File: src/rtl/mem_stage_pkg.sv
// Shared definitions for the memory-access stage.
//   - mem_state_e     : access FSM states
//   - Lm*             : bit positions inside the one-hot load-type mask
//   - be_popcount     : number of enabled store byte lanes
//   - store_replicate : lane replication of store data chosen by store width
//   - is_misaligned   : natural-alignment check used by the optional
//                       misaligned-access exception (MEM_MISALIGN_EXP_EN)
package mem_stage_pkg;

  typedef enum logic [1:0] {
    StIdle  = 2'd0,
    StReq   = 2'd1,
    StRdata = 2'd2
  } mem_state_e;

  // One-hot load-type mask bit positions
  localparam int unsigned LmLb  = 0;
  localparam int unsigned LmLh  = 1;
  localparam int unsigned LmLw  = 2;
  localparam int unsigned LmLbu = 3;
  localparam int unsigned LmLhu = 4;

  // Loads always fetch the whole word; the lane is picked on return
  localparam logic [3:0] BeWord = 4'b1111;

  function automatic logic [2:0] be_popcount(input logic [3:0] be);
    logic [2:0] n;
    n = 3'd0;
    for (int i = 0; i < 4; i++) begin
      n = n + {2'b00, be[i]};
    end
    return n;
  endfunction

  // Store width follows the number of enabled lanes, so the data is copied
  // into every lane and the byte enables pick the one(s) that land.
  function automatic logic [31:0] store_replicate(input logic [31:0] rs2,
                                                  input logic [3:0]  be);
    logic [31:0] res;
    unique case (be_popcount(be))
      3'd1:    res = {4{rs2[7:0]}};
      3'd2:    res = {2{rs2[15:0]}};
      default: res = rs2;
    endcase
    return res;
  endfunction

  function automatic logic is_misaligned(input logic [1:0] addr_lo,
                                         input logic [4:0] l_mask,
                                         input logic [3:0] be,
                                         input logic       is_store);
    logic half, word;
    half = is_store ? (be_popcount(be) == 3'd2) : (l_mask[LmLh] | l_mask[LmLhu]);
    word = is_store ? (be_popcount(be) == 3'd4) : l_mask[LmLw];
    return (half & addr_lo[0]) | (word & (addr_lo != 2'b00));
  endfunction

endpackage

File: src/rtl/mem_load_align.sv
// Load data alignment and extension (purely combinational).
// Ports:
//   rdata   - raw word returned by the data memory
//   addr_lo - low two bits of the load byte address
//   l_mask  - one-hot load type (LB, LH, LW, LBU, LHU)
//   ldata   - lane-selected, sign- or zero-extended result
module mem_load_align
  import mem_stage_pkg::*;
(
  input  logic [31:0] rdata,
  input  logic [1:0]  addr_lo,
  input  logic [4:0]  l_mask,
  output logic [31:0] ldata
);

  logic [7:0]  lane_b;
  logic [15:0] lane_h;

  always_comb begin
    unique case (addr_lo)
      2'd0:    lane_b = rdata[7:0];
      2'd1:    lane_b = rdata[15:8];
      2'd2:    lane_b = rdata[23:16];
      default: lane_b = rdata[31:24];
    endcase
    lane_h = addr_lo[1] ? rdata[31:16] : rdata[15:0];
  end

  always_comb begin
    ldata = rdata;
    unique case (1'b1)
      l_mask[LmLb]:  ldata = {{24{lane_b[7]}}, lane_b};
      l_mask[LmLh]:  ldata = {{16{lane_h[15]}}, lane_h};
      l_mask[LmLw]:  ldata = rdata;
      l_mask[LmLbu]: ldata = {24'h0, lane_b};
      l_mask[LmLhu]: ldata = {16'h0, lane_h};
      default:       ldata = rdata;
    endcase
  end

endmodule

File: src/rtl/mem_stage.sv
// Memory-access pipeline stage.
// Takes load/store control from the execute stage, runs a req/gnt/rvalid
// handshake with the data memory, stalls upstream until the access is done and
// produces registered writeback outputs (wb_data doubles as forwarding data).
// Optional feature macro: MEM_MISALIGN_EXP_EN -- when defined, naturally
// misaligned half/word accesses raise mem_exp_flag instead of touching the bus.
// Ports:
//   clk, rst                     - clock, synchronous active-high reset
//   ex_*                         - execute-stage instruction and operands
//   mem_flush                    - kill from commit logic
//   mem_stall                    - hold all upstream stages
//   dmem_req/we/addr/be/wdata    - data memory request
//   dmem_gnt/rvalid/rdata        - data memory response
//   wb_valid/req_rf/rf_waddr/data- writeback entry
//   mem_exp_flag                 - misaligned-access exception
module mem_stage
  import mem_stage_pkg::*;
#(
  parameter int unsigned XLEN          = 32,
  parameter int unsigned RF_ADDR_WIDTH = 5
) (
  input  logic                     clk,
  input  logic                     rst,
  input  logic                     ex_valid,
  input  logic                     ex_req_rf,
  input  logic [RF_ADDR_WIDTH-1:0] ex_rf_waddr,
  input  logic [XLEN-1:0]          ex_alu_res,
  input  logic                     ex_mem_re,
  input  logic                     ex_mem_we,
  input  logic [XLEN-1:0]          ex_ls_addr,
  input  logic [4:0]               ex_l_mask,
  input  logic [3:0]               ex_byte_we,
  input  logic [XLEN-1:0]          ex_rs2,
  input  logic                     mem_flush,
  output logic                     mem_stall,
  output logic                     dmem_req,
  output logic                     dmem_we,
  output logic [XLEN-1:0]          dmem_addr,
  output logic [3:0]               dmem_be,
  output logic [XLEN-1:0]          dmem_wdata,
  input  logic                     dmem_gnt,
  input  logic                     dmem_rvalid,
  input  logic [XLEN-1:0]          dmem_rdata,
  output logic                     wb_valid,
  output logic                     wb_req_rf,
  output logic [RF_ADDR_WIDTH-1:0] wb_rf_waddr,
  output logic [XLEN-1:0]          wb_data,
  output logic                     mem_exp_flag
);

  mem_state_e state_q, state_d;

  // Transaction context latched when an access leaves IDLE
  logic [XLEN-1:0]          addr_q, addr_d;
  logic [1:0]               addr_lo_q, addr_lo_d;
  logic [3:0]               be_q, be_d;
  logic [XLEN-1:0]          wdata_q, wdata_d;
  logic                     we_q, we_d;
  logic [4:0]               l_mask_q, l_mask_d;
  logic                     req_rf_q, req_rf_d;
  logic [RF_ADDR_WIDTH-1:0] rd_q, rd_d;
  // Set once a flush hits an in-flight access; the completion is then dropped
  logic                     kill_q, kill_d;

  logic                     wb_valid_q, wb_valid_d;
  logic                     wb_req_rf_q, wb_req_rf_d;
  logic [RF_ADDR_WIDTH-1:0] wb_rf_waddr_q, wb_rf_waddr_d;
  logic [XLEN-1:0]          wb_data_q, wb_data_d;

  logic                     access;
  logic                     discard;
  logic [XLEN-1:0]          load_data;

`ifdef MEM_MISALIGN_EXP_EN
  logic                     exp_q, exp_d;
  logic                     misalign;

  assign misalign = is_misaligned(ex_ls_addr[1:0], ex_l_mask, ex_byte_we, ex_mem_we);
`endif

  assign access  = ex_valid & (ex_mem_re | ex_mem_we);
  assign discard = kill_q | mem_flush;

  mem_load_align u_load_align (
    .rdata   (dmem_rdata),
    .addr_lo (addr_lo_q),
    .l_mask  (l_mask_q),
    .ldata   (load_data)
  );

  always_comb begin
    state_d       = state_q;
    addr_d        = addr_q;
    addr_lo_d     = addr_lo_q;
    be_d          = be_q;
    wdata_d       = wdata_q;
    we_d          = we_q;
    l_mask_d      = l_mask_q;
    req_rf_d      = req_rf_q;
    rd_d          = rd_q;
    kill_d        = kill_q;
    wb_valid_d    = 1'b0;
    wb_req_rf_d   = 1'b0;
    wb_rf_waddr_d = wb_rf_waddr_q;
    wb_data_d     = wb_data_q;
    mem_stall     = 1'b0;
`ifdef MEM_MISALIGN_EXP_EN
    exp_d         = 1'b0;
`endif

    unique case (state_q)
      StIdle: begin
        kill_d = 1'b0;
`ifdef MEM_MISALIGN_EXP_EN
        if (access && !mem_flush && misalign) begin
          // Faulting access retires at once carrying its address
          wb_valid_d    = 1'b1;
          wb_rf_waddr_d = ex_rf_waddr;
          wb_data_d     = ex_ls_addr;
          exp_d         = 1'b1;
        end else
`endif
        if (access && !mem_flush) begin
          mem_stall = 1'b1;
          state_d   = StReq;
          addr_d    = {ex_ls_addr[XLEN-1:2], 2'b00};
          addr_lo_d = ex_ls_addr[1:0];
          be_d      = ex_mem_we ? ex_byte_we : BeWord;
          wdata_d   = ex_mem_we ? store_replicate(ex_rs2, ex_byte_we) : '0;
          we_d      = ex_mem_we;
          l_mask_d  = ex_l_mask;
          req_rf_d  = ex_req_rf;
          rd_d      = ex_rf_waddr;
        end else begin
          // Non-memory op (or a flushed access): one-cycle pass-through
          wb_valid_d    = ex_valid & ~mem_flush;
          wb_req_rf_d   = ex_req_rf & ex_valid & ~mem_flush;
          wb_rf_waddr_d = ex_rf_waddr;
          wb_data_d     = ex_alu_res;
        end
      end

      StReq: begin
        mem_stall = 1'b1;
        if (mem_flush) begin
          kill_d = 1'b1;
        end
        // rvalid is ignored here; the bus never returns data with the grant
        if (dmem_gnt) begin
          if (we_q) begin
            mem_stall     = 1'b0;
            state_d       = StIdle;
            wb_valid_d    = ~discard;
            wb_rf_waddr_d = rd_q;
          end else begin
            state_d = StRdata;
          end
        end else if (mem_flush) begin
          state_d = StIdle;
        end
      end

      StRdata: begin
        mem_stall = ~dmem_rvalid;
        if (mem_flush) begin
          kill_d = 1'b1;
        end
        if (dmem_rvalid) begin
          state_d       = StIdle;
          wb_valid_d    = ~discard;
          wb_req_rf_d   = req_rf_q & ~discard;
          wb_rf_waddr_d = rd_q;
          wb_data_d     = load_data;
        end
      end

      default: state_d = StIdle;
    endcase
  end

  always_ff @(posedge clk) begin
    if (rst) begin
      state_q       <= StIdle;
      addr_q        <= '0;
      addr_lo_q     <= '0;
      be_q          <= '0;
      wdata_q       <= '0;
      we_q          <= 1'b0;
      l_mask_q      <= '0;
      req_rf_q      <= 1'b0;
      rd_q          <= '0;
      kill_q        <= 1'b0;
      wb_valid_q    <= 1'b0;
      wb_req_rf_q   <= 1'b0;
      wb_rf_waddr_q <= '0;
      wb_data_q     <= '0;
    end else begin
      state_q       <= state_d;
      addr_q        <= addr_d;
      addr_lo_q     <= addr_lo_d;
      be_q          <= be_d;
      wdata_q       <= wdata_d;
      we_q          <= we_d;
      l_mask_q      <= l_mask_d;
      req_rf_q      <= req_rf_d;
      rd_q          <= rd_d;
      kill_q        <= kill_d;
      wb_valid_q    <= wb_valid_d;
      wb_req_rf_q   <= wb_req_rf_d;
      wb_rf_waddr_q <= wb_rf_waddr_d;
      wb_data_q     <= wb_data_d;
    end
  end

`ifdef MEM_MISALIGN_EXP_EN
  always_ff @(posedge clk) begin
    if (rst) begin
      exp_q <= 1'b0;
    end else begin
      exp_q <= exp_d;
    end
  end

  assign mem_exp_flag = exp_q;
`else
  assign mem_exp_flag = 1'b0;
`endif

  assign dmem_req    = (state_q == StReq);
  assign dmem_we     = dmem_req & we_q;
  assign dmem_addr   = addr_q;
  assign dmem_be     = be_q;
  assign dmem_wdata  = wdata_q;

  assign wb_valid    = wb_valid_q;
  assign wb_req_rf   = wb_req_rf_q;
  assign wb_rf_waddr = wb_rf_waddr_q;
  assign wb_data     = wb_data_q;

endmodule

File: config.mk
export PLATFORM = sky130hd
export DESIGN_NAME = mem_stage
export DESIGN_NICKNAME = d
export VERILOG_FILES = /design/src/rtl/mem_stage_pkg.sv /design/src/rtl/mem_load_align.sv /design/src/rtl/mem_stage.sv
export SDC_FILE = /design/constraint.sdc
export NUM_CORES = 1
export LEC_CHECK = 0
export CAP_MARGIN = 20
export CORE_ASPECT_RATIO = 0.8
export CORE_MARGIN = 2
export CORE_UTILIZATION = 40
export CTS_CLUSTER_SIZE = 20
export DETAILED_ROUTE_END_ITERATION = 8
export HOLD_SLACK_MARGIN = 0.06
export PLACE_DENSITY = 0.79
export SLEW_MARGIN = 20
export SYNTH_ARGS = -nofsm -noshare
export SYNTH_HDL_FRONTEND = slang
export SYNTH_SLANG_ARGS = --single-unit
export TNS_END_PERCENT = 20
File: constraint.sdc
create_clock -name clk -period 3.75 [get_ports clk]
set_clock_uncertainty 0.15 [all_clocks]
set_input_delay 1.125 -clock clk [delete_from_list [all_inputs] [get_ports clk]]
set_output_delay 1.125 -clock clk [all_outputs]
set_load 0.01 [all_outputs]
==> impl_metrics.csv, run 1 <==
group,metric,value,unit
pwr,power_density,420,nW/um2
worst_setup_path,startpoint_type,"input pin",
finish,drive_gt1_share,8.02,%
finish,fin_area,8930,um2
logic_synthesis,netlist_area,5560,um2
sta,fin_crit,3.78,ns
placed_design,io_buffers,257,
die,fp.coreArea,13600,um2
clocking,htree_num_levels,4,
sta,layout_setup_ws,-0.0280,ns
logic_synthesis,avgSynthCellArea,8.12,um2
route,drc,0,
logic_synthesis,ys_seq_elements,121,
logic_synthesis,synth-simple-area-share,16.4,%
finish,syn_to_final_growth,60.6,%
die,start_util,41.0,%
route,wl,19.2,mm
clocking,clk_latency,0.40,ns
worst_setup_path,cp-end-kind,"primary output",
flow_run,maxCapViolations,0,
logic_synthesis,ys_seq_area_share,43.6,%
logic_synthesis,synthMuxAreaShare,5.67,%
placed_design,place_area,8360,um2
logic_synthesis,syn_inst,685,
worst_setup_path,reg2reg_depth,7,
worst_setup_path,endpoint,"mem_stall",
finish,layout_common_cells,"clkdlybuf4s50_1 (255), nand2_1 (142), dfxtp_1 (121), a21oi_1 (84), o21ai_0 (61)",
die,io_pins,262,
route,via_per_inst,5.25,
clocking,clk_pin_slew_worst_paths,0.06,ns
worst_setup_path,crit_path_max_fanout,2,
clocking,cts_buffers,17,
sta,timing.final.crit_share,101,%
worst_setup_path,crit_slowest_cell,"clkdlybuf4s50_1",
sta,tightest_slew,1.04,ns
clocking,clk_path_buf_depth,2,
logic_synthesis,synth_top_cell_by_area,"dfxtp_1",
worst_setup_path,r2r_start,"state_q[0]",
sta,rsz0062_at_grt,"true",
die,die_w,136,um
finish,fin_cells,1128,
finish,multi_input_area,2840,um2
finish,n_fill_cell,1136,
placed_design,gp_congestion,0.884,
worst_setup_path,reg2reg_slack,1.26,ns
worst_setup_path,criticalPathCategory,"input pin to primary output",
logic_synthesis,synth_top_area_share,43.6,%
route,drt_first_pass_iters,4,
clocking,cts.sinks,121,
worst_setup_path,arrival,2.50,ns
worst_setup_path,cp_top_family,"buffers and inverters",
route,dr_total_vias,5918,
pwr,p_leak,3.20,nW
logic_synthesis,yosysUniqueCellTypes,53,
logic_synthesis,yosysWarnings,0,
sta,fin_setup_tns,-0.0280,ns
logic_synthesis,synth_top_family_by_area,"compound AO/OA/AOI/OAI gates",
grt,antenna_found_initial,0,
worst_setup_path,worstSetupStartpoint,"mem_flush",
outcome,violations,"setup timing",
grt,track_usage,25.1,%
die,die-area,14900,um2
route,ant_nets,0,
worst_setup_path,path_cells,"clkdlybuf4s50_1, and3b_1, a221oi_2, nor2_1, dlygate4sd2_1",
placed_design,place_hpwl,13.9,mm
route,drt_iter0_drc,475,
worst_setup_path,worst-path-buf-inv,2,
worst_setup_path,slowest_delay,0.49,ns
pwr,power,3.75,mW
worst_setup_path,cp.depth,5,
grt,grt_pass1_vias,5548,
sta,hold_ws,0.296,ns
grt,grt_max_degree,58,
clocking,cts_root_buf,"clkbuf_16",
worst_hold_path,hold_class,"flop to flop",
worst_setup_path,required,2.47,ns
sta,setup_violations,1,
grt,grt_pass1_wl,29.1,mm
finish,final_common_cell,"clkdlybuf4s50_1",
pwr,ir_drop,0.304,mV
sta,hold_violations,0,
logic_synthesis,synth_fa_ha_area_share,1.71,%
route,wire_per_inst,17.0,um
finish,antennaDiodeCount,0,
finish,layout.nets,1093,
placed_design,dp_cells,1096,
logic_synthesis,synth-compound-area-share,26.7,%
sta,slew_violations,0,
die,die_y,109,um
sta,maxSlewHeadroom,30.4,%
finish,ff_latch_area,2420,um2
worst_setup_path,r2r-end,"wb_data[15]",
logic_synthesis,yosys-top-cells-area,"dfxtp_1 (44%), nand2_1 (9.7%), a21oi_1 (7.6%), o21ai_0 (5.5%), mux2i_1 (4.9%)",
outcome,status,"finished, violations left",
logic_synthesis,synth_xor_area_share,0.158,%
grt,overflow,0,
sta,fmax,265,MHz
clocking,cts_tree,"yes",
die,core.rowCount,38,
==> worst min-delay path: stages (launching register included) <==
cell	delay, ns
dfxtp_1	0.31
nand2_1	0.05
o21ai_1	0.05
==> Yosys cell counts (all sizes together) <==
cell type	number
a21o	2
a311oi	8
a22o	1
ha	6
a31o	2
fa	1
buf	26
inv	18
or4	1
a21boi	16
nor2b	3
clkinv	1
nand2	143
mux2	2
nor4	1
and2	4
a32oi	1
or2	3
a211oi	16
nor3b	1
xnor2	1
nand4b	1
nand3	8
clkbuf	30
nand3b	2
o22ai	7
mux2i	27
dfxtp	121
or3	7
nor4b	8
a221o	1
o21bai	4
o32ai	1
and3b	1
conb	1
a21oi	84
o21ai	82
a32o	1
a221oi	10
nor2	20
nor3	2
o2bb2ai	8
a31oi	1
mux4	1
==> per-stage QoR <==
| stage | util [%] | worst slack (ns) |
|---|---|---|
| after global placement | 61.7 | -0.312 |
| after CTS | 65.9 | 0.00342 |
| after detailed placement | 61.7 | -0.332 |
| after floorplan | - | 0.184 |
| final | 65.9 | -0.0280 |
| after global routing | 65.9 | -0.0577 |
==> worst min-delay path by stage <==
stage,slack [ns],depth (start not counted),from,end
CTS,0.30,2,wb_data[16],wb_data[16]
global route,0.31,2,wb_data[23],wb_data[23]
global placement,0.28,2,wb_data[1],wb_data[1]
detailed placement,0.29,2,wb_data[16],wb_data[16]
finish,0.30,2,wb_data[5],wb_data[5]
floorplan,0.29,2,rd_q[0],rd_q[0]
==> cells by family after synthesis <==
kind of cell / count (synthesis)
simple gates: 205
other cells: 1
buf+inv: 75
flops: 121
compound gates: 245
mux: 30
fa+ha+maj: 7
xor+xnor: 1
==> layer usage <==
layer	wire length, um	up-vias	share of wire, %	track usage (%)
met4	487	0	2.5	9.90
met5	0	-	0	0
met3	1440	32	7.5	7.47
met1	8470	2754	44	33.1
met2	8770	226	46	38.7
li1	-	2906	-	-
==> final cells by class <==
type | instances | share of cell area, %
tap | 180 | 2.52
timing repair buffer | 285 | 31.4
inverter | 19 | 0.799
clock buffer | 17 | 4.77
multi-input combinational | 491 | 31.8
clock inverter | 15 | 1.57
sequential | 121 | 27.1
==> flip-flops by register name, summed over array words and instances, names as in the netlist <==
signal and count:
dmem_addr 30, l_mask_q 4, we_q 1, state_q 2, dmem_be 4, addr_lo_q 2, req_rf_q 1, wb_rf_waddr 5
dmem_wdata 32, wb_valid 1, wb_data 32, kill_q 1, wb_req_rf 1, rd_q 5
==> where the power goes <==
| part | internal, mW | switching (mW) |
|---|---|---|
| sequential | 1.37 | 0.0450 |
| combinational | 0.417 | 0.364 |
| clock | 0.922 | 0.631 |
==> what timing repair did <==
action                                  in CTS  in global routing
pin swaps                                    1                  0
hold buffers                                 0                  0
gates resized for setup                      1                  1
endpoints found under the setup margin       1                 17
buffers inserted                             0                  0
Note: power is estimated with default switching activity, not from simulation.
==> run 2, diff against run 1 <==
--- a/config.mk
+++ b/config.mk
@@ -6,13 +6,15 @@
 export NUM_CORES = 1
 export LEC_CHECK = 0
 export CAP_MARGIN = 20
+export CELL_PAD_IN_SITES_DETAIL_PLACEMENT = 0
+export CELL_PAD_IN_SITES_GLOBAL_PLACEMENT = 1
 export CORE_ASPECT_RATIO = 0.8
 export CORE_MARGIN = 2
-export CORE_UTILIZATION = 40
+export CORE_UTILIZATION = 29
 export CTS_CLUSTER_SIZE = 20
 export DETAILED_ROUTE_END_ITERATION = 8
 export HOLD_SLACK_MARGIN = 0.06
-export PLACE_DENSITY = 0.79
+export PLACE_DENSITY = 0.9
 export SLEW_MARGIN = 20
 export SYNTH_ARGS = -nofsm -noshare
 export SYNTH_HDL_FRONTEND = slang
==> impl_metrics.csv, run 2 (synthesized netlist as in run 1, its figures left out) <==
group,metric,value,unit
outcome,status,"completed",
sta,rsz0062_at_grt,"false",
route,dr_total_vias,5869,
clocking,htree_num_levels,4,
clocking,cts_tree,"yes",
placed_design,gp_congestion,0.832,
finish,drive_gt1_share,7.55,%
worst_setup_path,crit_path_max_fanout,2,
grt,track_usage,19.0,%
finish,fin_area,9020,um2
pwr,comb_power_share,20.8,%
die,die-area,20300,um2
clocking,cts_hold_buf,0,
sta,tightest_slew,0.824,ns
placed_design,place_area,8430,um2
finish,final_common_cell,"clkdlybuf4s50_1",
finish,layout.nets,1086,
clocking,clk_latency,0.42,ns
grt,grt_pass1_wl,30.5,mm
sta,fin_setup_tns,0,ns
die,fp.coreArea,18900,um2
clocking,clk_pin_slew_worst_paths,0.05,ns
worst_setup_path,required,2.47,ns
pwr,p_sw_share,28.1,%
route,via_per_inst,4.89,
finish,fin_cells,1200,
worst_setup_path,cp_top_family,"buffers and inverters",
sta,timing.final.crit_share,96.5,%
pwr,p_int,2.72,mW
route,wire_per_inst,16.3,um
route,drt_iter0_drc,367,
finish,layout_common_cells,"clkdlybuf4s50_1 (255), nand2_1 (142), dfxtp_1 (121), a21oi_1 (84), o21ai_0 (61)",
clocking,cts_buffers,17,
pwr,p_leak,3.18,nW
die,io_pins,262,
route,drt_first_pass_iters,5,
route,ant_nets,0,
route,drc,0,
flow_run,maxCapViolations,0,
finish,final_util,47.8,%
clocking,cts_setup_buffers,0,
pwr,seq_power_share,37.4,%
clocking,clk_path_buf_depth,2,
pwr,ir_drop,0.289,mV
pwr,power_density,419,nW/um2
sta,fin_crit,3.62,ns
worst_setup_path,arrival,2.34,ns
sta,slew_violations,0,
finish,n_fill_cell,1821,
pwr,p_switching,1.06,mW
grt,grt_max_degree,57,
worst_setup_path,criticalPathCategory,"input pin to primary output",
route,wl,19.6,mm
finish,syn_to_final_growth,62.2,%
grt,grt_pass1_vias,5616,
placed_design,place_hpwl,14.1,mm
placed_design,io_buffers,257,
die,start_util,29.5,%
sta,hold_ws,0.294,ns
worst_setup_path,worst-path-buf-inv,2,
grt,antenna_found_initial,2,
grt,overflow,0,
die,core.rowCount,45,
clocking,cts_root_buf,"clkbuf_16",
sta,setup_violations,0,
die,die_y,128,um
sta,hold_violations,0,
worst_setup_path,startpoint_type,"input pin",
worst_setup_path,slowest_delay,0.43,ns
placed_design,dp_cells,1167,
worst_setup_path,crit_slowest_cell,"clkdlybuf4s50_1",
sta,fmax,276,MHz
die,die_w,159,um
worst_setup_path,path_cells,"clkdlybuf4s50_1, or2_4, a221oi_4, nor2_1, clkbuf_2",
worst_setup_path,cp-end-kind,"primary output",
sta,maxSlewHeadroom,44.5,%
worst_hold_path,hold_class,"flop to flop",
pwr,p_clk_share,41.9,%
clocking,cts.sinks,121,
-- run 2: cell types whose count changed in the layout (fill, tap and decap cells not counted), sizes merged --
| cell | change |
|---|---|
| buf | -7 |
| clkbuf | +2 |
| clkinv | -1 |
| clkinvlp | -1 |
| diode | +1 |
| dlygate4sd2 | -1 |
| inv | +1 |
-- run 2: area by class of cell --
class | instances | area [um2] | share of cell area [%]
tap | 258 | 323 | 3.58
antenna | 1 | 2.50 | 0.0278
inverter | 19 | 71.3 | 0.791
timing repair buffer | 278 | 2770 | 30.7
multi-input combinational | 491 | 2860 | 31.7
sequential | 121 | 2420 | 26.9
clock buffer | 18 | 429 | 4.76
clock inverter | 14 | 139 | 1.54
-- run 2: worst paths after layout --
check / startpoint / to / slack [ns] / cells past startpoint
hold reg to reg: wb_data[31] / wb_data[31] / 0.29 / 2
setup / recovery: ex_mem_we / mem_stall / 0.13 / 5
hold / removal: wb_data[31] / wb_data[31] / 0.29 / 2
setup reg to reg: state_q[0] / wb_data[7] / 1.21 / 7
-- run 2: routing by layer --
metal	vias up	GRT usage, %	share of wire [%]	wire [um]
met3	33	6.73	8.7	1710
li1	2898	-	-	-
met5	-	0	0.066	13
met1	2707	25.1	46	8970
met2	229	28.7	44	8510
met4	2	6.48	1.8	359
-- run 2: worst register-to-register path, cell delays in order, from the launching register on --
cell     delay, ns
dfxtp_1       0.39
inv_1         0.09
ha_1          0.21
buf_4         0.24
nor2b_1       0.66
o32ai_4       0.16
buf_4         0.27
a22o_1        0.28
-- run 2: what timing repair did --
action | CTS | global route
resized for setup | 4 | 2
endpoints found under the hold margin | 0 | 0
pin swaps | 1 | 0
endpoints found under the setup margin | 1 | 3
-- run 2: stage by stage --
stage / setup slack (ns) / total power, mW
2_1_floorplan: 0.184 / 1.78
3_3_place_gp: -0.285 / 2.21
3_5_place_dp: -0.272 / 2.22
4_1_cts: 0.0112 / 3.83
5_1_grt: 0.0444 / 3.96
6_report: 0.132 / 3.78
-- run 2: power groups by stage --
stage	combinational [mW]	sequential, mW	clock, mW
6_report	0.785	1.41	1.58
5_1_grt	0.853	1.42	1.69
4_1_cts	0.787	1.41	1.63
3_5_place_dp	0.782	1.44	0
3_3_place_gp	0.775	1.44	0
2_1_floorplan	0.308	1.47	0
==> run 3, diff against run 2 <==
--- a/config.mk
+++ b/config.mk
@@ -10,11 +10,12 @@
 export CELL_PAD_IN_SITES_GLOBAL_PLACEMENT = 1
 export CORE_ASPECT_RATIO = 0.8
 export CORE_MARGIN = 2
-export CORE_UTILIZATION = 29
+export CORE_UTILIZATION = 40
 export CTS_CLUSTER_SIZE = 20
 export DETAILED_ROUTE_END_ITERATION = 8
+export DONT_BUFFER_PORTS = 1
 export HOLD_SLACK_MARGIN = 0.06
-export PLACE_DENSITY = 0.9
+export PLACE_DENSITY = 0.82
 export SLEW_MARGIN = 20
 export SYNTH_ARGS = -nofsm -noshare
 export SYNTH_HDL_FRONTEND = slang
==> impl_metrics.csv, run 3 (synthesized netlist as in run 1, its figures left out) <==
group,metric,value,unit
clocking,cts_hold_buf,0,
sta,slew_violations,0,
finish,layout.nets,821,
clocking,htree_num_levels,4,
clocking,cts.sinks,121,
grt,track_usage,21.9,%
sta,hold_ws,0.309,ns
worst_setup_path,crit_slowest_cell,"a221oi_2",
sta,timing.final.crit_share,86.2,%
clocking,cts_setup_buffers,0,
route,wl,16.7,mm
sta,hold_violations,0,
sta,setup_violations,0,
clocking,cts_buffers,17,
worst_setup_path,required,2.47,ns
sta,maxSlewHeadroom,36.8,%
placed_design,gp_congestion,0.900,
die,die-area,14900,um2
sta,fin_crit,3.23,ns
placed_design,place_hpwl,12.4,mm
clocking,clk_latency,0.40,ns
sta,tightest_slew,0.946,ns
worst_hold_path,hold_class,"flop to flop",
route,dr_total_vias,4950,
grt,antenna_found_initial,0,
clocking,clk_pin_slew_worst_paths,0.05,ns
clocking,cts_root_buf,"clkbuf_16",
route,wire_per_inst,19.6,um
finish,drive_gt1_share,8.16,%
finish,layout_common_cells,"nand2_1 (142), dfxtp_1 (121), a21oi_1 (84), o21ai_0 (61), mux2i_1 (27)",
die,core.rowCount,38,
worst_setup_path,path_cells,"or2_1, a221oi_2, nor2_1",
pwr,p_leak,2.18,nW
die,fp.coreArea,13600,um2
worst_setup_path,startpoint_type,"input pin",
placed_design,pre_cts_ws,0.294,ns
worst_setup_path,cp-end-kind,"primary output",
clocking,post_cts_resize_count,0,
worst_setup_path,crit_path_max_fanout,16,
grt,grt_pass1_vias,4799,
finish,final_common_cell,"nand2_1",
sta,fin_setup_tns,0,ns
flow_run,maxCapViolations,0,
route,drc,0,
clocking,cts_tree,"yes",
sta,rsz0062_at_grt,"false",
route,ant_nets,0,
grt,grt_pass1_wl,25.2,mm
worst_setup_path,arrival,1.96,ns
worst_setup_path,slowest_delay,0.35,ns
grt,overflow,0,
finish,syn_to_final_growth,12.6,%
finish,antennaDiodeCount,0,
outcome,status,"completed",
die,die_w,136,um
pwr,power_density,557,nW/um2
clocking,clk_path_buf_depth,2,
route,drt_iter0_drc,255,
sta,fmax,309,MHz
sta,layout_setup_ws,0.518,ns
route,drt_first_pass_iters,7,
die,io_pins,262,
worst_setup_path,criticalPathCategory,"input pin to primary output",
placed_design,io_buffers,0,
die,die_y,109,um
pwr,ir_drop,0.321,mV
die,start_util,41.0,%
route,via_per_inst,5.80,
grt,grt_max_degree,93,
-- run 3: cell type report --
type	count	area (um2)
fill	1333	7290
sequential	121	2420
inverter	19	71.3
clock inverter	8	120
multi-input combinational	491	2840
clock buffer	22	474
tap	180	225
timing repair buffer	13	110
-- run 3: layer usage --
layer	global-route usage [%]	vias up	part of all wire (%)
li1	-	2358	-
met1	26.7	2343	42
met2	34.4	230	46
met3	10.0	19	11
met4	7.22	0	1.3
met5	0	-	0
-- run 3: power breakdown --
part / switching (mW) / total, mW / internal [mW]
combinational: 0.222 / 0.375 / 0.153
clock: 0.556 / 1.64 / 1.09
sequential: 0.0971 / 1.47 / 1.37
-- run 3: worst max-delay path, delay by kind of cell --
kind             cells  cell delay [ns]
AND/OR/NAND/NOR      2             0.48
AO/OA/AOI/OAI        1             0.35
-- run 3: final timing paths --
check	from	endpoint	slack [ns]	depth (start not counted)
max	ex_mem_we	mem_stall	0.52	3
min	addr_lo_q[1]	addr_lo_q[1]	0.31	2
max reg2reg	state_q[0]	wb_data[0]	1.03	8
min reg2reg	addr_lo_q[1]	addr_lo_q[1]	0.31	2
-- run 3: stage by stage --
stage	power, mW	area, um2	utilization, %	instances
finish	3.49	6260	46.2	854
detailed placement	1.87	5670	41.8	824
floorplan	1.78	5570	-	687
global placement	1.85	5670	41.8	824
global route	3.64	6260	46.2	854
CTS	3.52	6260	46.2	854
